[src/rtl/modulation_pkg.sv]
// modulation_pkg: shared state encoding and widths for the modulation buffer loader
package modulation_pkg;
  typedef enum logic [1:0] {IDLE, LO, HI, COMMIT} state_e;
  localparam int MOD_CYCLE_W = 16;
  localparam int DEFAULT_ADDR_W = 16;
endpackage

[src/rtl/modulation_loader.sv]
// modulation_loader: unpacks 16-bit words into byte writes of the modulation BRAM and publishes MOD_CYCLE
module modulation_loader
  import modulation_pkg::*;
#(
  parameter int ADDR_W = DEFAULT_ADDR_W
) (
  input  logic                   CLK,
  input  logic                   RST,
  input  logic                   START,
  input  logic                   WR_VALID,
  output logic                   WR_READY,
  input  logic [15:0]            WR_DATA,
  input  logic                   WR_LAST,
  input  logic                   WR_ODD,
  output logic                   BRAM_WE,
  output logic [ADDR_W-1:0]      BRAM_ADDR,
  output logic [7:0]             BRAM_DIN,
  output logic [MOD_CYCLE_W-1:0] MOD_CYCLE,
  output logic                   CYCLE_UPDATE,
  output logic                   OVERFLOW
);
  state_e state_q, state_d;
  logic [ADDR_W-1:0] ptr_q, ptr_d, addr_d;
  logic full_q, full_d, last_q, last_d;
  logic [7:0] hi_q, hi_d, wdata, din_d;
  logic [MOD_CYCLE_W-1:0] mc_d;
  logic hs, wr, ready_d, we_d, upd_d, ovf_d;

  always_comb begin
    hs = WR_VALID && WR_READY && !START && state_q == LO;
    wr = hs || (state_q == HI && !START);
    wdata = state_q == HI ? hi_q : WR_DATA[7:0];
    state_d = START ? LO :
      state_q == LO ? (hs ? (WR_LAST && WR_ODD ? COMMIT : HI) : LO) :
      state_q == HI ? (last_q ? COMMIT : LO) : IDLE;
    // the pointer saturates at the last address; full marks that it has been written
    ptr_d = START ? '0 : (wr && !full_q && !(&ptr_q)) ? ptr_q + ADDR_W'(1) : ptr_q;
    full_d = !START && (full_q || (wr && &ptr_q));
    ovf_d = !START && (OVERFLOW || (wr && full_q));
    hi_d = hs ? WR_DATA[15:8] : hi_q;
    last_d = hs ? WR_LAST : last_q;
    we_d = wr && !full_q;
    addr_d = wr ? ptr_q : BRAM_ADDR;
    din_d = wr ? wdata : BRAM_DIN;
    upd_d = state_q == COMMIT;
    mc_d = upd_d ? MOD_CYCLE_W'(full_q ? ptr_q : ptr_q - ADDR_W'(1)) : MOD_CYCLE;
    ready_d = state_d == LO && !START;
  end

  always_ff @(posedge CLK) begin
    if (RST) begin
      state_q <= IDLE;
      ptr_q <= '0;
      full_q <= 1'b0;
      hi_q <= '0;
      last_q <= 1'b0;
      WR_READY <= 1'b0;
      BRAM_WE <= 1'b0;
      BRAM_ADDR <= '0;
      BRAM_DIN <= '0;
      MOD_CYCLE <= '0;
      CYCLE_UPDATE <= 1'b0;
      OVERFLOW <= 1'b0;
    end else begin
      state_q <= state_d;
      ptr_q <= ptr_d;
      full_q <= full_d;
      hi_q <= hi_d;
      last_q <= last_d;
      WR_READY <= ready_d;
      BRAM_WE <= we_d;
      BRAM_ADDR <= addr_d;
      BRAM_DIN <= din_d;
      MOD_CYCLE <= mc_d;
      CYCLE_UPDATE <= upd_d;
      OVERFLOW <= ovf_d;
    end
  end
endmodule

[config.mk]
export PLATFORM = sky130hd
export DESIGN_NAME = modulation_loader
export DESIGN_NICKNAME = d
export VERILOG_FILES = /design/src/rtl/modulation_pkg.sv /design/src/rtl/modulation_loader.sv
export SDC_FILE = /design/constraint.sdc
export NUM_CORES = 1
export LEC_CHECK = 0
export ABC_AREA = 1
export BUFFER_PORTS_ARGS = -buffer_cell sky130_fd_sc_hd__buf_2
export CORE_UTILIZATION = 50
export CTS_CLUSTER_DIAMETER = 150
export DETAILED_ROUTE_END_ITERATION = 8
export PLACE_DENSITY = 0.76
export SYNTH_ARGS = -nofsm -noshare
export SYNTH_HDL_FRONTEND = slang
export SYNTH_SLANG_ARGS = --single-unit
[constraint.sdc]
create_clock -name CLK -period 1.6 [get_ports CLK]
set_input_delay 0.08 -clock CLK [delete_from_list [all_inputs] [get_ports CLK]]
set_output_delay 0.08 -clock CLK [all_outputs]
set_load 0.01 [all_outputs]
## Word level (Yosys, flattened, before mapping)

Index checks and enable logic that the tools add are counted.

| cells by class | value |
|---|---|
| $add $sub $neg | 2 |
| eq/ne operators | 4 |
| multiplexer cells | 8 |
| reduce and logical (&&, ||, !) cells | 20 |

Operators with widths:

| cell | number |
|---|---|
| $add 16x1->16 const B | 1 |
| $mux 16 | 1 |
| $reduce_and 16->1 | 1 |
| $sub 16x1->16 const B | 1 |
| $logic_and 1x1->1 | 12 |
| $mux 2 | 5 |
| $mux 8 | 1 |
| $eq 2x1->1 const B | 2 |
| $eq 2x2->1 const B | 2 |
| $logic_not 1->1 | 3 |
| $logic_or 1x1->1 | 3 |
| $reduce_or 2->1 | 1 |
| $mux 1 | 1 |

| storage, ports and cells | value |
|---|---|
| register bits after elaboration | 72 |
| input bits | 22 |
| output and inout port bits | 44 |
| word-level logic and storage cells | 46 |

## Logic depth before layout (Yosys ltp)

Gate-level depths: netlist of the first run.

| depth | value |
|---|---|
| depth after elaboration | 8 |
| gate-level depth with buffers | 11 |

## Worst setup path before layout of the first run

Ideal clock, no wire load.

| timing | value |
|---|---|
| path type | reg2reg |
| start | register ptr_q[0] |
| end | register ptr_q[14] |
| arrival time | 1.460 ns |
| required time | 1.532 ns |
| path slack | 0.072 ns |
| stages on the path, launching flop included | 11 |
| buffers on the path | 1 |
| period minus slack after synthesis | 1.528 ns |
| path through | dfxtp_1 -> ha_1 -> nand2_1 -> nor2_4 -> nand2_4 -> nor2_8 -> inv_2 -> nand2_4 -> buf_8 -> nand2_1 -> a21oi_2 |

| on the way | value |
|---|---|
| longest elaborated chain between the ends | 3 |
| elaborated cells between the ends (all ways) | 4 |

RTL lines:

| what | RTL line | text |
|---|---|---|
| start, declared | modulation_loader.sv:23 | `logic [ADDR_W-1:0] ptr_q, ptr_d, addr_d;` |
| start signal, assigned | modulation_loader.sv:66 | `ptr_q <= ptr_d;` |
| parallel branches: the longest is 3 deep, another holds $add 16x1->16 | - |  |

Several ways; the timed one is not identified.
A chain may end at the register's enable or synchronous reset.

## Final worst setup path of the first run

| timing | value |
|---|---|
| start | register ptr_q[0] |
| end | register MOD_CYCLE[12] |

| on the way | value |
|---|---|
| longest elaborated chain between the ends | 2 |

RTL lines:

| what | RTL line | text |
|---|---|---|
| $sub 16x1->16 | modulation_loader.sv:46 | `mc_d = upd_d ? MOD_CYCLE_W'(full_q ? ptr_q : ptr_q - ADDR_W'(1)) : MOD_CYCLE;` |
| $mux 16 | modulation_loader.sv:46 |  |
| end signal, assigned | modulation_loader.sv:74 | `MOD_CYCLE <= mc_d;` |
| end, declared | modulation_loader.sv:18 | `output logic [MOD_CYCLE_W-1:0] MOD_CYCLE,` |

Every way passes these cells.

==> results of run 1 <==
power by group:
group          total, µW  internal (µW)  switching, µW
sequential          1800           1800           4.30
clock               1470            767            705
combinational        150           74.5           75.8
layer usage:
metal	vias to the layer above	track usage (%)	wire length [µm]
li1	1731	-	-
met4	0	11.9	267
met1	1603	35.1	4100
met2	127	44.0	4450
met5	-	0	0
met3	31	7.08	546
path summary, 6_finish.rpt:
check,start,endpoint,slack [ps],cells past startpoint
worst min-delay path,START,state_q[0],80,5
worst min register to register,hi_q[7],hi_q[7],490,2
worst max-delay path,ptr_q[0],MOD_CYCLE[12],80,8
worst max register to register,ptr_q[0],MOD_CYCLE[12],80,8
layout by cell type, fill, tap and decap left out, drive strengths merged:
cell           n
xor2           9
inv           39
ha             2
nor2          71
clkbuf        10
a31oi          9
a21oi         46
o211ai         2
dlygate4sd3   17
clkinv         3
o221ai         1
nand4          8
nand2        117
clkinvlp       2
buf           89
nand3b         1
nand3         23
o21ai         50
dfxtp         72
nor3           1
bufinv         1
cell families (layout without fill, tap and decap cells):
logic type / after synthesis / in the layout / share of synthesized area [%]
AO/OA/AOI/OAI: 108 / 108 / 16.7
XOR/XNOR: 9 / 9 / 2.32
adder cells (fa/ha/maj): 2 / 2 / 0.737
buffers and inverters: 65 / 161 / 8.92
flip-flops: 72 / 72 / 42.5
AND/OR/NAND/NOR: 221 / 221 / 28.8
final cells by class:
| class | instances | area, µm² | share of cell area, % |
|---|---|---|---|
| Sequential cell | 72 | 1450 | 33.7 |
| Timing Repair Buffer | 106 | 701 | 16.3 |
| Clock inverter | 6 | 67.6 | 1.57 |
| Tap cell | 77 | 96.3 | 2.24 |
| Inverter | 39 | 151 | 3.51 |
| Multi-Input combinational cell | 340 | 1700 | 39.5 |
| Clock buffer | 10 | 138 | 3.19 |
worst reg2reg max path, stage by stage (launching register included):
cell     delay [ps]
dfxtp_4         370
inv_2            90
ha_2            180
nand3_1         130
nor2_4          160
buf_4           150
nand2_1          60
xor2_1          190
a21oi_1          90
what timing repair did:
item	4_1_cts	5_1_grt
gates resized for setup	2	19
hold buffers	17	0
setup buffers	0	2
endpoints found under the hold margin	17	0
setup endpoints to repair	13	22
pin swaps	0	3
metrics by stage:
step / util [%] / TNS [ps] / hold WS, ps
floorplan: - / 0 / 241
global placement: 59.5 / 0 / 333
detailed placement: 59.5 / -15.4 / 338
CTS: 65.3 / 0 / 76.4
global route: 66.7 / -26.2 / 125
finish: 66.7 / 0 / 81.4
sequential cells by signal, summed over array words and instances (netlist names):
name,cells
WR_READY,1
last_q,1
BRAM_DIN,8
BRAM_WE,1
BRAM_ADDR,16
full_q,1
ptr_q,16
MOD_CYCLE,16
state_q,2
CYCLE_UPDATE,1
hi_q,8
OVERFLOW,1
==> run metrics, run 1 <==
slew margin rel.=about three fifths; CP endpoint kind=flip-flop; Post-route DRC=8; Synth Net Count=501; cell with the most instances after synthesis=nand2_1; critical path class=reg2reg; 1st-iter DRT viols=191; Warnings, synthesis=0; Max Clk Rate=~0.66 GHz; TritonCTS clock tree=yes; CTS clk-pin slew, worst paths=80 ps; Rows=29; Synth top area share=a little over two fifths; die area=0.00712 mm²; total power draw=3420 µW; commonest cells in the netlist=nand2_1, dfxtp_1, nor2_1, o21ai_0, a21oi_1; Hold Violations, Final=0; number of diodes=0; largest area contributor in the netlist=dfxtp_1; Worst path top cell family by delay=flip-flops; Distinct cells, synth=31; outcome=finished, violations left; I/O pin cnt=66; fillers=569; power per cell area=794 mW/mm²; vias per cell=5.37; layout cell share with drive strength beyond 1=approximately a quarter; Placed Area=approximately 0.0038 mm²; H-tree depth=3; 1st-pass router iterations=7; number of global-route vias before repair=about 3300; Max stage delay on crit path=370 ps; Synth Instances=477; setup ws final=roughly 76 ps; GP Congestion=0.842; Total Wirelength=9360 µm; Max Cap Viol=0; RSZ-0062 raised after global routing=true; sequential share of the synthesized area=42.5%; root buffer cell=clkbuf_8; Post-synth EDFFs=0; Yosys reg bits=72; clk sinks=slightly above 70; Final nets=592; Worst Path Required=1830 ps; Max rail drop VDD=721 µV; post-synthesis async set-or-reset flop share=0%; Starting Density=52.5%; Pleak=about 0.002 µW; vias=3492; final cell count without fillers=650; first-pass GRT wire length=between 15000 and 20000 µm; worst-path maximum fanout=5; main flop type after synthesis=dfxtp_1; CP arrival=~1800 ps; total track usage=27.4%; Synth Cell Area=0.00339 mm²; Worst Tran Pin Value=about 570 ps; total CTS buffers=9; worst skew pair latency=between 300 and 400 ps; main area contributors after synthesis=dfxtp_1, nand2_1, o21ai_0, nor2_1, a21oi_1; post-DR wirelength/cell=between 10 and 15 µm; initial antenna violation count=0; Tcrit/Tclk final=95.3%; final instance area=between 0.004 and 0.005 mm²; Slowest-stage cell, CP=dfxtp_4; Die Span X=84.4 µm; synthesis-to-layout area growth=27.0%; placed insts=615; failing checks=design-rule violations; Worst Skew=13.0 ps; max-slew violation count=0; Hold WC Path Type=in2reg; Die Y=84.4 µm; Post-Place Setup Slack=-4.35 ps; final setup vio count=0; Post-Syn Area per Cell=just over 7 µm²; buffers plus inverters on the worst setup path=2; CP cell instances=inv_2 > ha_2 > nand3_1 > nor2_4 > buf_4 > nand2_1 > xor2_1 > a21oi_1; largest net degree at the start of global routing=48; clk buf depth=2; Routed Antenna Nets=0; Tmin final=1520 ps; Final HPWL DP=between 6000 and 7000 µm; I/O Buffers=65; core region area=0.00646 mm²; Setup crit start kind=flip-flop; total gr overflow=0
Note: power is estimated with default switching activity, not from simulation.
==> run 2, diff against run 1 <==
BUFFER_PORTS_ARGS = -buffer_cell sky130_fd_sc_hd__buf_4   (was -buffer_cell sky130_fd_sc_hd__buf_2)
==> run metrics, run 2 (synthesized netlist as in run 1, its figures left out) <==
outcome=finished, violations left; failing checks=design-rule violations; Post-route DRC=9; fillers=roughly 550; worst-path maximum fanout=13; commonest non-fill, non-tap cell in the layout=nand2_1; Worst Path Required=1850 ps; vias per cell=5.45; slew margin rel.=61.4%; CP startpoint=ptr_q[1]; max-slew violation count=0; clk sinks=72; CP endpoint=ptr_q[2]; Max stage delay on crit path=between 300 and 400 ps; Final HPWL DP=6350 µm; CTS clk-pin slew, worst paths=roughly 90 ps; Comb power frac=4.4%; CP dominant cell by count=nor2_4; Rows=29; Max rail drop VDD=about 550 µV; core region area=0.00646 mm²; final cell count without fillers=650; Die Y=approximately 84 µm; Sw Share=22.6%; Die Span X=84.4 µm; Pleak=0.00207 µW; Max Cap Viol=0; FF+latch area=0.00145 mm²; placed insts=616; Worst path top cell family by delay=simple AND/OR/NAND/NOR gates; total CTS buffers=9; Setup crit start kind=flip-flop; final setup vio count=0; total power draw=around 3600 µW; Switching Power=818 µW; R2R Path End=ptr_q[2]; Clock Power Share=45.9%; 1st-iter DRT viols=314; Starting Density=52.5%; largest net degree at the start of global routing=27; CP endpoint kind=flip-flop; vias=approximately 3500; I/O pin cnt=66; critical path depth=9; I/O Buffers=65; Worst Tran Pin Value=just under 600 ps; Hold WC Path Type=in2reg; final instance area=0.00447 mm²; buffers plus inverters on the worst setup path=1; critical path class=reg2reg; Slowest-stage cell, CP=dfxtp_4; total gr overflow=0; Multi-input gate area=0.00169 mm²; min-delay src=WR_DATA[12]; Tmin final=approximately 1500 ps; initial antenna violation count=0; Worst Skew=about 12 ps; TritonCTS clock tree=yes; first-pass GRT wire length=16000 µm; 1st-pass router iterations=8; Top Registers=BRAM_ADDR x16, MOD_CYCLE x16, ptr_q x16; R2R cell count=9; number of diodes=0; Worst R2R Setup Slack=90 ps; number of global-route vias before repair=3310; Placed Area=0.00400 mm²; post-layout util=69.2%; Flop pwr share=approximately half; Fin Setup TNS=0 ps; CP cell instances=ha_2 > nand2_2 > nor2_4 > nand2_4 > nor2_8 > nor2_4 > buf_12 > a21oi_1 > nor2_1; Routed Antenna Nets=0; clk buf depth=2; root buffer cell=clkbuf_8; synthesis-to-layout area growth=31.7%; internal power=2800 µW; total track usage=about 28%; Total Wirelength=9470 µm; power per cell area=about 810 mW/mm²; Max Clk Rate=0.663 GHz; worst skew pair latency=roughly 360 ps; die area=0.00712 mm²; critical register-to-register path startpoint=ptr_q[1]; GP Congestion=0.896; Final nets=592; layout cell share with drive strength beyond 1=24.1%; post-DR wirelength/cell=14.6 µm; Hold Violations, Final=0; Tcrit/Tclk final=94.3%; CP arrival=around 1800 ps; most frequent cells in the layout=nand2_1, buf_4, dfxtp_1; H-tree depth=3
## run 2: cell types whose count changed in the layout (fill, tap and decap cells not counted), moves of 2 or more
| cell | delta |
|---|---|
| a21oi_1 | +2 |
| a21oi_2 | -2 |
| buf_2 | -65 |
| buf_4 | +67 |
| dlygate4sd3_1 | -2 |
| inv_1 | +2 |
| inv_2 | -2 |
| nor2_1 | -2 |
| nor2_2 | +2 |
## run 2: worst min-delay path by stage
| stage | to | cells after the start |
|---|---|---|
| 2_1_floorplan | BRAM_DIN[5] | 2 |
| 3_3_place_gp | BRAM_WE | 2 |
| 3_5_place_dp | BRAM_WE | 2 |
| 4_1_cts | hi_q[4] | 3 |
| 5_1_grt | BRAM_DIN[2] | 3 |
| 6_report | hi_q[4] | 3 |
## run 2: layout make-up
| class | count | area share (%) |
|---|---|---|
| Timing Repair Buffer | 106 | 19.0 |
| Clock buffer | 10 | 3.08 |
| Sequential cell | 72 | 32.5 |
| Clock inverter | 6 | 2.04 |
| Inverter | 39 | 3.39 |
| Tap cell | 77 | 2.16 |
| Multi-Input combinational cell | 340 | 37.8 |
## run 2: power groups by stage
stage          Combinational (µW)  Clock (µW)  Sequential (µW)
6_report                      158        1660             1800
5_1_grt                       174        1760             1800
4_1_cts                       154        1680             1800
3_5_place_dp                  122           0             1850
3_3_place_gp                  121           0             1850
2_1_floorplan                54.2           0             1850
## run 2: tightest hold or removal path, cell delays in order
cell and delay (ps):
buf_4 80, o21ai_0 90, nor2_1 90
## run 2: repair_timing
| action | 4_1_cts | 5_1_grt |
|---|---|---|
| pin swaps | 1 | 1 |
| setup endpoints to repair | 15 | 26 |
| setup buffers | 2 | 1 |
| hold buffers | 15 | 0 |
| endpoints found under the hold margin | 17 | 0 |
| gates resized for setup | 2 | 17 |
## run 2: layer usage
layer  routed length (µm)  vias to the layer above  share of wire (%)  GRT usage (%)
met2                 4580                      134                 48           46.3
met3                  536                       34                5.7           4.13
met4                  256                        0                2.7           13.9
met1                 4100                     1642                 43           37.1
met5                    0                        -                  0              0
li1                     -                     1730                  -              -
## run 2: metrics by stage
step / worst slack [ps] / hold WS [ps]
after floorplan: 72.0 / 241
after global placement: 27.1 / 328
after detailed placement: -16.3 / 330
after CTS: 26.6 / 3.01
after global routing: -11.3 / 32.1
final: 91.6 / 7.30
